==> config.mk <==
export PLATFORM = sky130hd
export DESIGN_NAME = hazard_ctrl
export DESIGN_NICKNAME = d
export VERILOG_FILES = /design/src/rtl/hazard_ctrl.sv
export SDC_FILE = /design/constraint.sdc
export NUM_CORES = 1
export LEC_CHECK = 0
export CORE_MARGIN = 3
export CORE_UTILIZATION = 40
export DETAILED_ROUTE_END_ITERATION = 10
export DONT_BUFFER_PORTS = 1
export GPL_ROUTABILITY_DRIVEN = 0
export PLACE_DENSITY = 0.52
export SLEW_MARGIN = 10
export SYNTH_ARGS = -nofsm -noshare
export SYNTH_HDL_FRONTEND = slang
export SYNTH_SLANG_ARGS = --single-unit
==> constraint.sdc <==
create_clock -name clk_i -period 3.05 [get_ports clk_i]
set_input_delay 0.915 -clock clk_i [delete_from_list [all_inputs] [get_ports clk_i]]
set_output_delay 0.915 -clock clk_i [all_outputs]
set_load 0.02 [all_outputs]
==> src/rtl/hazard_ctrl.sv <==
// Pipeline hazard controller: load-use stall, branch flush, memory-wait freeze with timeout.
// Optional perf counters are enabled by defining HAZARD_CTRL_PERF_EN.
module hazard_ctrl #(
  parameter int unsigned MEM_TIMEOUT = 255
) (
  input  logic        clk_i,
  input  logic        rst_i,
  input  logic        start_i,
  input  logic        IDEX_MemRead_i,
  input  logic [4:0]  IDEX_RDaddr_i,
  input  logic [4:0]  IFID_RS1addr_i,
  input  logic [4:0]  IFID_RS2addr_i,
  input  logic        Branch_i,
  input  logic        MemReq_i,
  input  logic        MemAck_i,
  output logic        PCWrite_o,
  output logic        IFIDWrite_o,
  output logic        IFIDFlush_o,
  output logic        NoOp_o,
  output logic        Freeze_o,
  output logic        Err_o,
  output logic [31:0] StallCnt_o,
  output logic [31:0] FlushCnt_o
);

  typedef enum logic [1:0] {
    RUN,
    MEM_WAIT,
    ERROR
  } state_e;

  localparam logic [15:0] TIMEOUT_C = 16'(MEM_TIMEOUT);

  state_e      state_q, state_d;
  logic [15:0] wait_cnt_q, wait_cnt_d;
  logic        load_use;
  logic        mem_pending;

  assign load_use = IDEX_MemRead_i && (IDEX_RDaddr_i != 5'd0) &&
                    ((IDEX_RDaddr_i == IFID_RS1addr_i) || (IDEX_RDaddr_i == IFID_RS2addr_i));
  assign mem_pending = MemReq_i && !MemAck_i;

  always_comb begin
    state_d     = state_q;
    wait_cnt_d  = wait_cnt_q;
    PCWrite_o   = 1'b0;
    IFIDWrite_o = 1'b0;
    IFIDFlush_o = 1'b0;
    NoOp_o      = 1'b0;
    Freeze_o    = 1'b1;
    Err_o       = (state_q == ERROR);
    if (start_i) begin
      unique case (state_q)
        RUN: begin
          if (mem_pending) begin
            state_d    = MEM_WAIT;
            wait_cnt_d = '0;
          end else begin
            Freeze_o = 1'b0;
            if (load_use) begin
              NoOp_o = 1'b1;
            end else begin
              PCWrite_o   = 1'b1;
              IFIDWrite_o = 1'b1;
              IFIDFlush_o = Branch_i;
            end
          end
        end
        MEM_WAIT: begin
          // Ack wins over a coincident timeout.
          if (MemAck_i) begin
            state_d = RUN;
          end else begin
            wait_cnt_d = wait_cnt_q + 16'd1;
            if (wait_cnt_d == TIMEOUT_C) state_d = ERROR;
          end
        end
        ERROR: state_d = ERROR;
        default: state_d = RUN;
      endcase
    end
  end

  always_ff @(posedge clk_i) begin
    if (rst_i) begin
      state_q    <= RUN;
      wait_cnt_q <= '0;
    end else begin
      state_q    <= state_d;
      wait_cnt_q <= wait_cnt_d;
    end
  end

`ifdef HAZARD_CTRL_PERF_EN
  logic [31:0] stall_cnt_q, stall_cnt_d;
  logic [31:0] flush_cnt_q, flush_cnt_d;

  always_comb begin
    stall_cnt_d = stall_cnt_q;
    flush_cnt_d = flush_cnt_q;
    if (start_i && !PCWrite_o) stall_cnt_d = stall_cnt_q + 32'd1;
    if (IFIDFlush_o)           flush_cnt_d = flush_cnt_q + 32'd1;
  end

  always_ff @(posedge clk_i) begin
    if (rst_i) begin
      stall_cnt_q <= '0;
      flush_cnt_q <= '0;
    end else begin
      stall_cnt_q <= stall_cnt_d;
      flush_cnt_q <= flush_cnt_d;
    end
  end

  assign StallCnt_o = stall_cnt_q;
  assign FlushCnt_o = flush_cnt_q;
`else
  assign StallCnt_o = '0;
  assign FlushCnt_o = '0;
`endif

endmodule
==> results.json <==
{
  "finalPower_w": 0.000565,
  "finalWorstSetupSlack_ns": 0.112,
  "timing.hold.worst_endpoint": "wait_cnt_q[11]",
  "ctsRootBufferMaster": "clkbuf_8",
  "timing.max_cap.violations": 0,
  "r2r_slack_ns": 0.80,
  "timing_hold_violations_final": 0,
  "yosys.cell_types.count": 51,
  "type_of_element_launching_the_critical_path": "input port",
  "fin_util": 0.383,
  "detailedPlacementHpwl_um": 2560,
  "rows": 24,
  "cts-htree-levels": 1,
  "syn2layout_area_growth_pct": -9.46,
  "initial_core_util": 0.423,
  "worst_reg2reg_path_startpoint": "wait_cnt_q[0]",
  "clock_latency_late_sink_ns": 0.26,
  "hold_path.class": "flip-flop to flip-flop",
  "cts_made_buffers": 3,
  "grt_util_all_layers": 0.120,
  "clk_path_buf_depth": 2,
  "synth.top_cell.area_share": 0.268,
  "route.detailed.vias_per_inst": 4.88,
  "die-area_sq_um": 5550,
  "critPathMaxFanout": 3,
  "detail_route.first_pass.iterations": 4,
  "yosys.area.top_type": "buf_4",
  "status": "completed",
  "setup_repair_after_global_routing_missed_its_margin": "false",
  "place.port_buffers": 0,
  "cts_hold_repair.buffers": 0,
  "vdd_ir_drop_max_mv": 0.267,
  "post_route_cell_area_sq_um": 1700,
  "clkSlewWorstSetupHoldPaths_ns": 0.07,
  "drtAntennaViolNets": 0,
  "share_of_synthesized_area_occupied_by_flip_flops_and_latches": 0.192,
  "antenna_found_initial": 0,
  "tightestPinTransition_ns": 0.642,
  "worst-endpoint-arrival_ns": 2.02,
  "hold-path-cell-count": 2,
  "layout.nets": 259,
  "synth-edff-count": 0,
  "placement.setup.worst_slack_ns": 0.0944,
  "powerDensity_nw_per_um2": 332,
  "max-slew-margin-rel": 0.569,
  "worst_setup_path_end_kind": "output pin",
  "worst_r2r_path_depth": 6,
  "post_cts.repair.setup_buffers": 0,
  "cts_tree": "built",
  "worstPathRequired_ns": 2.13,
  "layout_commonest_cell": "conb_1",
  "layout-drive-gt1-share": 0.0726,
  "timing.final.setup_violations": 0,
  "grt_pass1_wl_um": 5270,
  "leakage_nw": 0.700,
  "totalNegativeSetupSlack_ns": 0,
  "post_synth_inst_count": 240,
  "synth_warnings": 0,
  "hold_path.startpoint": "wait_cnt_q[11]",
  "yosys-top-cells-area": "buf_4, dfxtp_1, a21oi_1",
  "diodes": 0,
  "routed-via-count": 1396,
  "first_global_vias": 1182,
  "fillers": 496,
  "slew_viol_final": 0,
  "dieWidth_um": 74.5,
  "placedInstanceArea_sq_um": 1650,
  "most_used_dff_post_synth": "dfxtp_1",
  "routed_wl_um": 3340,
  "synth.ff_latch_count": 18,
  "timing.final.crit_share": 0.963,
  "clock.fmax_mhz": 340,
  "final_cell_mix": "conb_1, nor2_1, dfxtp_1",
  "worstSetupPathType": "input port to output pin",
  "die_extent_in_y_um": 74.5,
  "grt_max_degree": 19,
  "wl_per_cell_um": 11.7,
  "synthesis.area_sq_um": 1880,
  "cts.repair.resized": 0,
  "drcViolationCount": 0,
  "clock_sink_count": 18,
  "placeableCoreArea_sq_um": 4440,
  "reg2reg_to": "state_q[0]",
  "gr-total-overflow": 0,
  "time_the_final_worst_path_needs_with_i_o_delays_and_setup_ns": 2.94,
  "ios": 92,
  "timing.clock.skew_ns": 0.00108,
  "async_reset_ff_frac": 0,
  "syn_area_per_cell_sq_um": 7.83,
  "drtIter0Drc": 34
}
## state kept, by name, indices dropped and copies added (netlist names)
register,count
state_q,2
wait_cnt_q,16
## power breakdown
group / internal, W / switching [W] / leakage, nW
Combinational: 0.0000247 / 0.0000974 / 0.526
Clock: 0.000115 / 0.0000879 / 0.0288
Sequential: 0.000236 / 0.00000360 / 0.145
## critical path, stage by stage
cell and delay [ns]:
or4_1 0.52, o221ai_1 0.24, and2_1 0.21, buf_12 0.13
## how the worst max path moves through the flow
| stage | start | to | slack (ns) |
|---|---|---|---|
| floorplan | IDEX_RDaddr_i[1] | PCWrite_o | 0.03 |
| global placement | IDEX_RDaddr_i[1] | PCWrite_o | 0.1 |
| CTS | IDEX_RDaddr_i[1] | PCWrite_o | 0.1 |
| finish | IDEX_RDaddr_i[1] | PCWrite_o | 0.11 |
| detailed placement | IDEX_RDaddr_i[1] | PCWrite_o | 0.09 |
| global route | IDEX_RDaddr_i[1] | IFIDWrite_o | 0.06 |
## cells by family after synthesis
| group | after synthesis | synth area share |
|---|---|---|
| AO/OA/AOI/OAI | 48 | 0.159 |
| XOR/XNOR | 14 | 0.0653 |
| adder cells (fa/ha/maj) | 2 | 0.0133 |
| buffers and inverters | 81 | 0.313 |
| flip-flops | 18 | 0.192 |
| multiplexers | 1 | 0.00533 |
| other | 1 | 0.00200 |
| AND/OR/NAND/NOR | 75 | 0.250 |
## cells in the mapped netlist (3+ instances only)
library cell and count:
buf_4 67, nor2_1 19, dfxtp_1 18, a21oi_1 17
o21ai_0 11, nand2_1 10, nor3_1 9, nand3_1 8
xnor2_1 8, xor2_1 6, inv_1 5, clkbuf_1 4
clkbuf_8 3, nor3b_1 3
## final cells by class
type | count | area, sq um | share of cell area
multi-input combinational | 204 | 1170 | 0.686
sequential | 18 | 360 | 0.212
tap | 52 | 65.1 | 0.0383
clock buffer | 4 | 55.1 | 0.0324
timing repair buffer | 3 | 35.0 | 0.0206
inverter | 5 | 18.8 | 0.0110
## metrics by stage
stage               hold WS [ns]  std cells
detailed placement         0.499        282
finish                     0.503        286
global route               0.549        286
global placement           0.503        282
floorplan                  0.468        303
CTS                        0.511        286
## layer usage
metal | GRT usage | vias to the layer above | wire length, um
met3 | 0.0365 | 2 | 320
met5 | 0 | - | 0
met4 | 0.0217 | 0 | 13
li1 | - | 698 | -
met1 | 0.152 | 634 | 1520
met2 | 0.204 | 62 | 1480
(Power assumes the default switching activity.)
